<file path="src/rtl/lcd_write_sequencer.sv">
// rtl/lcd_write_sequencer.sv - HD44780 character LCD write sequencer
// Runs power-up wait and init ROM, then strobes one handshaked byte at a time.
module lcd_write_sequencer #(
  parameter int unsigned POWERUP_CYC   = 750000,
  parameter int unsigned SETUP_CYC     = 3,
  parameter int unsigned PULSE_CYC     = 12,
  parameter int unsigned HOLD_CYC      = 2,
  parameter int unsigned EXEC_CYC      = 2500,
  parameter int unsigned LONG_EXEC_CYC = 100000
) (
  input  logic       i_clk,
  input  logic       i_rst,
  input  logic       i_req_vld,
  input  logic       i_req_rs,
  input  logic [7:0] i_req_data,
  output logic       o_req_rdy,
  output logic       o_init_done,
  output logic [7:0] o_lcd_data,
  output logic       o_lcd_rs,
  output logic       o_lcd_rw,
  output logic       o_lcd_en,
  output logic       o_lcd_on
);

  function automatic int unsigned umax(input int unsigned a, input int unsigned b);
    return (a > b) ? a : b;
  endfunction

  localparam int unsigned MAX_CYC = umax(umax(umax(POWERUP_CYC, SETUP_CYC), umax(PULSE_CYC, HOLD_CYC)),
                                         umax(EXEC_CYC, LONG_EXEC_CYC));
  localparam int unsigned CW = $clog2(MAX_CYC) + 1;

  if (POWERUP_CYC < 1 || SETUP_CYC < 1 || PULSE_CYC < 1 || HOLD_CYC < 1 ||
      EXEC_CYC < 1 || LONG_EXEC_CYC < 1) begin : g_param_check
    $error("lcd_write_sequencer: every cycle parameter must be >= 1");
  end

  typedef enum logic [2:0] {
    PWRUP, INIT_ISSUE, SETUP, PULSE, HOLD, WAIT, IDLE
  } state_t;

  function automatic logic [7:0] init_rom(input logic [2:0] idx);
    case (idx)
      3'd0, 3'd1, 3'd2: return 8'h38;
      3'd3:             return 8'h0C;
      3'd4:             return 8'h01;
      default:          return 8'h06;
    endcase
  endfunction

  // Clear (0x01) and home (0x02/0x03) need the long execution time.
  function automatic logic is_long(input logic rs, input logic [7:0] d);
    return !rs && (d[7:2] == 6'd0) && (d != 8'd0);
  endfunction

  state_t        state;
  logic [CW-1:0] cnt;
  logic [2:0]    init_idx;
  logic          wait_long;
  logic [CW-1:0] wait_len;
  logic          write_done;

  assign wait_len = wait_long ? CW'(LONG_EXEC_CYC) : CW'(EXEC_CYC);

  // The last wait cycle is spent in IDLE/INIT_ISSUE so the next latch lands
  // exactly at the end of the occupancy window, with no extra bubble.
  assign write_done = ((state == HOLD) && (cnt == CW'(HOLD_CYC - 1)) && (wait_len == CW'(1))) ||
                      ((state == WAIT) && (cnt == wait_len - CW'(2)));

  always_ff @(posedge i_clk) begin
    if (i_rst) begin
      state       <= PWRUP;
      cnt         <= '0;
      init_idx    <= 3'd0;
      wait_long   <= 1'b0;
      o_req_rdy   <= 1'b0;
      o_init_done <= 1'b0;
      o_lcd_data  <= 8'h00;
      o_lcd_rs    <= 1'b0;
      o_lcd_rw    <= 1'b0;
      o_lcd_en    <= 1'b0;
      o_lcd_on    <= 1'b0;
    end else begin
      o_lcd_on <= 1'b1;
      o_lcd_rw <= 1'b0;
      case (state)
        PWRUP: begin
          if (cnt == CW'(POWERUP_CYC - 1)) begin
            state <= INIT_ISSUE;
            cnt   <= '0;
          end else begin
            cnt <= cnt + CW'(1);
          end
        end
        INIT_ISSUE: begin
          o_lcd_data <= init_rom(init_idx);
          o_lcd_rs   <= 1'b0;
          wait_long  <= is_long(1'b0, init_rom(init_idx));
          init_idx   <= init_idx + 3'd1;
          state      <= SETUP;
          cnt        <= '0;
        end
        IDLE: begin
          if (i_req_vld) begin
            o_lcd_data <= i_req_data;
            o_lcd_rs   <= i_req_rs;
            wait_long  <= is_long(i_req_rs, i_req_data);
            o_req_rdy  <= 1'b0;
            state      <= SETUP;
            cnt        <= '0;
          end
        end
        SETUP: begin
          if (cnt == CW'(SETUP_CYC - 1)) begin
            o_lcd_en <= 1'b1;
            state    <= PULSE;
            cnt      <= '0;
          end else begin
            cnt <= cnt + CW'(1);
          end
        end
        PULSE: begin
          if (cnt == CW'(PULSE_CYC - 1)) begin
            o_lcd_en <= 1'b0;
            state    <= HOLD;
            cnt      <= '0;
          end else begin
            cnt <= cnt + CW'(1);
          end
        end
        HOLD: begin
          if (cnt == CW'(HOLD_CYC - 1)) begin
            state <= WAIT;
            cnt   <= '0;
          end else begin
            cnt <= cnt + CW'(1);
          end
        end
        WAIT: begin
          cnt <= cnt + CW'(1);
        end
        default: begin
          state <= PWRUP;
          cnt   <= '0;
        end
      endcase

      if (write_done) begin
        cnt <= '0;
        if (!o_init_done && (init_idx != 3'd6)) begin
          state <= INIT_ISSUE;
        end else begin
          state       <= IDLE;
          o_req_rdy   <= 1'b1;
          o_init_done <= 1'b1;
        end
      end
    end
  end

endmodule
</file>
<file path="config.mk">
export PLATFORM = sky130hd
export DESIGN_NAME = lcd_write_sequencer
export DESIGN_NICKNAME = d
export VERILOG_FILES = /design/src/rtl/lcd_write_sequencer.sv
export SDC_FILE = /design/constraint.sdc
export NUM_CORES = 1
export LEC_CHECK = 0
export CAP_MARGIN = 40
export CORE_AREA = 2 2 81 83
export CTS_CLUSTER_DIAMETER = 60
export CTS_CLUSTER_SIZE = 12
export DETAILED_ROUTE_END_ITERATION = 10
export DIE_AREA = 0 0 83 85
export PLACE_DENSITY_LB_ADDON = 0.15
export SLEW_MARGIN = 10
export SYNTH_ARGS = -nofsm -noshare
export SYNTH_HDL_FRONTEND = slang
export SYNTH_SLANG_ARGS = --single-unit
</file>
<file path="constraint.sdc">
create_clock -name i_clk -period 2.7 [get_ports i_clk]
set_input_delay 0.54 -clock i_clk [delete_from_list [all_inputs] [get_ports i_clk]]
set_output_delay 0.54 -clock i_clk [all_outputs]
set_load 0.05 [all_outputs]
</file>
* Word-level counts from Yosys, hierarchy flattened
Index checks and enable logic that the tools add are counted.
** Word-level totals
- Register bits :: 41
- Input port bits :: 12
- Word-level logic and storage cells :: 96
** Cells by class
- Add/subtract/negate cells :: 3
- Eq/ne operators :: 26
- Muxes and demuxes :: 32
- Bitwise logic cells :: 1
- Reductions and logical operators :: 24
** Operators by type and width (count)
- $pmux W21 S6 :: 1
- $mux W21 :: 5
- $mux W8 :: 3
- $add A21 B1 Y21 const B :: 1
- $eq A21 B1 Y1 const B :: 1
- $eq A21 B2 Y1 const B :: 1
- $eq A21 B20 Y1 const B :: 1
- $eq A21 B21 Y1 :: 1
- $eq A21 B4 Y1 const B :: 1
- $mux W3 :: 7
- $pmux W3 S7 :: 1
- $pmux W6 S3 :: 1
- $sub A17 B2 Y18 const B :: 1
- $eq A17 B1 Y1 const B :: 1
- $mux W17 :: 1
- $pmux W8 S2 :: 1
- $reduce_bool A8 Y1 :: 2
- $ne A3 B3 Y1 const B :: 5
- $eq A3 B2 Y1 const B :: 4
- $eq A3 B3 Y1 const B :: 4
- $logic_not A6 Y1 :: 2
- $mux W1 :: 9
- $ne A2 B2 Y1 const B :: 4
- $logic_and A1 B1 Y1 :: 7
- 14 further kinds :: 21

* Depth between registers and ports, before layout
Gate-level depths: netlist (run 1).
- Depth in word-level cells :: 8
- Depth in mapped cells :: 9
- Mapped depth without buffers :: 8

* Least setup slack after synthesis (run 1)
No wires, ideal clock.
- Kind :: register -> register
- Start point :: reg cnt[0]
- End point :: reg cnt[6]
- Data arrival time :: 1806 ps
- Data required time :: 2576 ps
- Slack :: 769 ps
- Cell stages (with the launch flop) :: 9
- Buffers on the path :: 0
- Clock period less this slack :: 1931 ps
- Cell sequence :: dfxtp_1 -> inv_1 -> ha_1 -> nor4bb_1 -> nand4_1 -> a2111oi_4 -> or2_2 -> o21bai_4 -> nor3b_1
** On the way
- Word-level cells in the longest chain between the ends :: 5
- Elaborated cells on any way between the ends :: 16
** Ends and longest elaborated chain
- start, declared :: line 57 : logic [CW-1:0] cnt;
- start signal, assigned :: line 92 : cnt <= cnt + CW'(1);
- start signal, assigned :: line 119 : cnt <= cnt + CW'(1);
- start signal, assigned :: line 128 : cnt <= cnt + CW'(1);
- branches (longest 5 deep; another with $add A21 B1 Y21)
Parallel ways; which one is timed is not known.
A chain may end at the register's enable or synchronous reset.

* Worst setup path in the final report (run 1)
- Start point :: reg cnt[0]
- End point :: reg cnt[1]
Same word-level chain as after synthesis.

==> results of run 1 <==
## path summary, 6_finish.rpt
check | startpoint | slack [ns] | to
worst min-delay path | o_lcd_data[3] | 0.46 | o_lcd_data[3]
worst max register to register | cnt[0] | 0.43 | cnt[1]
worst max-delay path | cnt[0] | 0.43 | cnt[1]
worst min register to register | o_lcd_data[3] | 0.46 | o_lcd_data[3]
## power by group
group / internal [mW] / switching, mW / total, mW / leakage (nW)
Sequential: 0.679 / 0.0953 / 0.775 / 0.332
Clock: 0.302 / 0.211 / 0.513 / 0.0585
Combinational: 0.276 / 0.421 / 0.696 / 0.591
Total: 1.26 / 0.727 / 1.98 / 0.982
## placed cells by master, fill, tap and decap left out, types with 3 or more instances in the layout
master	count
clkbuf_8	6
xor2_1	5
nor2_1	34
nor2b_1	4
xnor2_1	4
buf_4	8
nor3_1	12
and4_1	3
a211oi_1	7
and2_1	3
and3_1	5
o21ai_0	6
nand3b_1	6
nand3_1	22
inv_1	6
a21oi_1	19
nand4_1	5
nor4_1	4
clkdlybuf4s50_1	24
a31oi_1	9
ha_1	8
nand2_1	38
dfxtp_1	41
## Yosys cell counts (6+ instances only)
cell type and n:
inv_1 6, o21ai_0 6, a21oi_1 19, nand2_1 38
clkbuf_1 9, nand3_1 22, nor2_1 34, nor3_1 12
ha_1 8, a211oi_1 7, dfxtp_1 41, nand3b_1 6
a31oi_1 9
## layout make-up
cell class | count | area [um^2]
inverter | 6 | 22.52
multi-input combinational | 229 | 1420
fill | 631 | 3428
sequential | 41 | 820.8
clock inverter | 1 | 30.03
clock buffer | 7 | 86.33
timing repair buffer | 32 | 300.3
tap | 77 | 96.34
## critical path, cell delays in order (launching register included)
cell and delay [ns]:
dfxtp_1 0.37, ha_1 0.29, and4_1 0.24, nand4_1 0.09, a211oi_1 0.11, o31ai_4 0.51
buf_4 0.26, or2b_1 0.24, a21oi_1 0.12
## sequential cells by signal (all words and copies together) (netlist names), 3 cells and up
name / flops
cnt: 21
init_idx: 3
o_lcd_data: 8
state: 3
## through the flow
stage	util, %	total power, mW	setup slack (ns)	hold slack [ns]
after floorplan	-	1.306	0.7692	0.4650
after global placement	42.87	1.476	0.4848	0.4426
after detailed placement	42.87	1.483	0.4532	0.4500
after CTS	44.75	2.001	0.4423	0.4643
after global routing	44.75	2.105	0.2390	0.4965
final	44.75	1.984	0.4260	0.4588
## metal layers
| metal | up-vias | routed length [um] | GRT usage (%) |
|---|---|---|---|
| li1 | 1091 | - | - |
| met1 | 1006 | 2672 | 20.69 |
| met2 | 52 | 2800 | 29.62 |
| met3 | 11 | 220 | 3.794 |
| met4 | 0 | 144 | 7.004 |
| met5 | - | 0 | 0 |
## logic make-up (layout without fill, tap and decap cells)
kind of cell | count (synthesis) | after routing
AND/OR/NAND/NOR | 154 | 154
AO/OA/AOI/OAI | 57 | 57
flip-flops | 41 | 41
buffers and inverters | 25 | 46
XOR/XNOR | 9 | 9
adder cells (fa/ha/maj) | 8 | 8
other | 1 | 1
==> flow_metrics.py, run 1 <==
metrics = {
    "finish": {
        "nNetsFinal": 335,
        "final_layout_size_suffix_gt1_share_pct": 7.278,
        "diodes": 0,
        "area_growth_pct": 16.97,
        "final_cell_area_um2": 2776,
        "post_layout_nonfiller_instances": 393,
    },
    "synth": {
        "synthArstFlopShare_pct": 0,
        "syn_area_um2": 2374,
        "yosys.area_share.adder_pct": 4.217,
        "ys_warn_count": 0,
        "synth_simple_gate_area_share_pct": 33.74,
        "netlist-cell-type-count": 51,
        "synth_compound_area_share_pct": 18.40,
        "ys_seq_elements": 41,
        "synth-seq-area-share_pct": 34.58,
        "synth_nets": 315,
        "synth_largest_area_cell": "dfxtp_1",
        "synth_area_per_cell_um2": 8.046,
        "synth_edf_count": 0,
        "synth_xor_area_share_pct": 3.321,
        "synth_top_area_share_pct": 34.58,
        "synth_top_family_by_area": "simple AND/OR/NAND/NOR gates",
        "syn_inst": 295,
        "synth_flop_cell": "dfxtp_1",
        "synthTopCellsByArea": "dfxtp_1, nand2_1, nor2_1, nand3_1, ha_1",
        "synthMuxAreaShare_pct": 0,
    },
    "sta": {
        "max_freq_mhz": 439.7,
        "min_period_over_period_pct": 84.22,
        "relSlewSlack_pct": 60.45,
        "rsz0062_at_grt": "false",
        "fin_tns_setup_ns": 0,
        "clock_skew_ns": 0.008205,
        "final-hold-violation-count": 0,
        "period_needed_ns": 2.274,
        "max_slew.worst_pin.slew_ns": 0.5933,
        "slew_violations": 0,
        "finalSetupViolations": 0,
    },
    "global_route": {
        "grt_pass1_wl_um": 9873,
        "grt_pass1_vias": 2096,
        "grt_max_degree": 19,
        "gr-usage-all-layers_pct": 17.14,
        "antenna_found_initial": 0,
        "grt-ovfl-total": 0,
    },
    "cts": {
        "clk_pin_slew_ns": 0.08,
        "cts_hold_buf": 0,
        "cts_setup_buffers": 0,
        "clockBufferDepth": 2,
        "ctsResizeCount": 0,
        "cts_buffers": 5,
        "clock_sinks": 41,
        "cts_tree": "yes",
        "clkLatencyLatePin_ns": 0.29,
        "cts_root_buf": "clkbuf_8",
        "cts.htree.levels": 2,
    },
    "route": {
        "post_drt_wl_per_cell_um": 14.85,
        "drt_pass1_iterations": 4,
        "vias": 2160,
        "drt-initial-drc-count": 233,
        "drtAntennaViolNets": 0,
        "drt_drc_violations_left": 0,
        "vias_per_cell": 5.496,
        "routed_wirelength_um": 5837,
    },
    "placed_design": {
        "port_buffers": 24,
        "gp_congestion": 0.8117,
        "place_hpwl_um": 4311,
        "place_area_um2": 2660,
        "place_inst": 385,
    },
    "worst_hold_path": {
        "hold-path-cell-count": 2,
        "hold_path.class": "flip-flop to flip-flop",
    },
    "flow_run": {
        "cap_violations": 0,
    },
    "critical_path": {
        "endpoint_kind": "flip-flop",
        "cp_max_fo": 14,
        "cp.required_ns": 2.93,
        "critPathKind": "flip-flop to flip-flop",
        "arrival_ns": 2.50,
        "reg2regPathDepth": 8,
        "start_kind": "flip-flop",
    },
    "status": {
        "status": "finished clean",
    },
    "floorplanning": {
        "start_util_pct": 38.25,
        "chipWidth_um": 83,
        "die_y_um": 85,
        "die-area_um2": 7055,
        "io_pins": 26,
        "fp.coreArea_um2": 6205,
        "rows": 29,
    },
    "power": {
        "vdd_drop_max_uv": 387.3,
        "powerDensity_nw_per_um2": 714.5,
        "power.leakage_nw": 0.9816,
    },
}
Note: power is estimated with default switching activity, not from simulation.
==> run 2: changes to the inputs <==
Clock period 2.7 ns to 2.17 ns, I/O delays scaled along.
==> run 2 against run 1 <==
Sequential share of layout area shrank 2.5 points. Critical endpoint is now cnt[5]. Die area stayed put. Count of clock-buffer cells in the layout down 1. Sequential power up 22%. Worst hold slack gained 0.0032 ns. Clock skew barely moved. Fmax increased by 8.8%.
==> flow_metrics.py, run 2 (synthesis results as in run 1) <==
metrics = {
    "power": {
        "p_total_mw": 2.632,
        "powerDensity_nw_per_um2": 865.9,
        "power.leakage_nw": 1.133,
        "vdd_drop_max_uv": 555.5,
    },
    "critical_path": {
        "cpPeakStageDelay_ns": 0.38,
        "cp.required_ns": 2.36,
        "critPathKind": "flip-flop to flip-flop",
        "start_kind": "flip-flop",
        "worstPathCellList": "nor4_4 -> or2b_1 -> o41ai_4 -> o31ai_4 -> buf_4 -> o21bai_4 -> a211oi_1",
        "cp_max_fo": 6,
        "critPathSlowestCell": "o41ai_4",
        "arrival_ns": 2.28,
        "endpoint_kind": "flip-flop",
    },
    "route": {
        "drt_pass1_iterations": 4,
        "routed_wirelength_um": 6179,
        "drt_drc_violations_left": 0,
        "drt-initial-drc-count": 196,
        "post_drt_wl_per_cell_um": 14.71,
        "vias": 2311,
        "vias_per_cell": 5.502,
        "drtAntennaViolNets": 0,
    },
    "sta": {
        "clock_skew_ns": 0.008399,
        "finalSetupViolations": 0,
        "min_period_over_period_pct": 96.32,
        "max_slew.worst_pin.slew_ns": 0.4976,
        "period_needed_ns": 2.090,
        "relSlewSlack_pct": 66.72,
        "final-hold-violation-count": 0,
        "setup_ws_ns": 0.07980,
        "max_freq_mhz": 478.4,
        "slew_violations": 0,
    },
    "placed_design": {
        "place_area_um2": 2833,
        "port_buffers": 24,
        "place_hpwl_um": 4543,
        "gp_congestion": 0.8049,
        "post-place-ws_ns": -0.01374,
    },
    "finish": {
        "nNetsFinal": 362,
        "largest_reg_flops": 21,
        "area_growth_pct": 28.04,
        "diodes": 0,
        "final_layout_size_suffix_gt1_share_pct": 16.91,
        "final_cell_area_um2": 3039,
        "regMostFlops": "cnt",
        "layout_commonest_cell": "dfxtp_1",
        "reg.largest.list": "cnt x21, o_lcd_data x8",
        "final_cell_mix": "dfxtp_1, nand2_1, nor2_1, buf_4, clkdlybuf4s50_1",
    },
    "global_route": {
        "grt_pass1_wl_um": 10180,
        "grt_pass1_vias": 2118,
        "grt_max_degree": 15,
        "antenna_found_initial": 0,
        "grt-ovfl-total": 0,
        "grt_util_met1_pct": 22.15,
        "grt_util_met3_pct": 3.599,
        "gr-usage-all-layers_pct": 17.82,
        "busiest_layer": "met2",
        "use_met2_pct": 30.43,
    },
    "flow_run": {
        "cap_violations": 0,
    },
    "floorplanning": {
        "die-area_um2": 7055,
        "start_util_pct": 38.25,
        "rows": 29,
        "io_pins": 26,
        "fp.coreArea_um2": 6205,
        "chipWidth_um": 83,
        "die_y_um": 85,
    },
    "cts": {
        "clock_sinks": 41,
        "clkLatencyLatePin_ns": 0.31,
        "cts_root_buf": "clkbuf_8",
        "cts_buffers": 5,
        "cts.htree.levels": 2,
        "cts_tree": "yes",
        "clk_pin_slew_ns": 0.09,
        "clockBufferDepth": 2,
        "cts_hold_buf": 0,
    },
    "worst_hold_path": {
        "hold_path.class": "flip-flop to flip-flop",
    },
    "status": {
        "status": "finished clean",
    },
}
run 2: cell count changes in the layout (fill, tap and decap cells not counted), sizes merged:
cell | before | now
buf | 8 | 34
clkbuf | 7 | 6
clkinvlp | 0 | 1
o21bai | 1 | 2
run 2: area by class of cell:
class / instances / area (um^2)
Inverter: 6 / 22.52
Tap cell: 77 / 96.34
Fill cell: 585 / 3166
Timing Repair Buffer: 58 / 495.5
Multi-Input combinational cell: 230 / 1481
Clock buffer: 6 / 82.58
Sequential cell: 41 / 823.3
Clock inverter: 2 / 37.54
run 2: where the power goes:
part	leakage, nW	internal, mW	switching (mW)
clock network	0.0574	0.374	0.302
registers	0.333	0.849	0.0999
logic	0.742	0.431	0.575
run 2: through the flow:
| stage | utilization (%) | hold slack (ns) | TNS [ns] | std cells |
|---|---|---|---|---|
| 2_1_floorplan | - | 0.4650 | 0 | 295 |
| 3_3_place_gp | 45.65 | 0.4433 | 0 | 408 |
| 3_5_place_dp | 45.65 | 0.4466 | -0.03914 | 408 |
| 4_1_cts | 47.75 | 0.4633 | 0 | 416 |
| 5_1_grt | 48.98 | 0.4767 | -0.01852 | 420 |
| 6_report | 48.98 | 0.4620 | 0 | 420 |
run 2: timing repair:
item | 4_1_cts | 5_1_grt
buffers inserted | 0 | 3
hold endpoints to repair | 0 | 0
resized for setup | 2 | 8
pin swaps | 0 | 5
cloned | 0 | 1
setup endpoints to repair | 9 | 22
run 2: path summary, 6_finish.rpt:
kind | startpoint | endpoint | slack, ns | cells past startpoint
worst max-delay path | cnt[5] | cnt[5] | 0.08 | 7
worst min-delay path | o_lcd_data[3] | o_lcd_data[3] | 0.46 | 2
worst max register to register | cnt[5] | cnt[5] | 0.08 | 7
worst min register to register | o_lcd_data[3] | o_lcd_data[3] | 0.46 | 2
run 2: worst max-delay path, delay by kind of cell, from the launching register on:
family                 cells  cell delay [ns]
flip-flops                 1             0.34
AND/OR/NAND/NOR            2             0.61
AO/OA/AOI/OAI              4             0.82
buffers and inverters      1             0.20
run 2: routing by layer:
layer  share of wire [%]  wire length (um)
met5                   0                 0
met4                 2.1               131
met3                 4.4               271
met2                  47              2920
met1                  46              2855
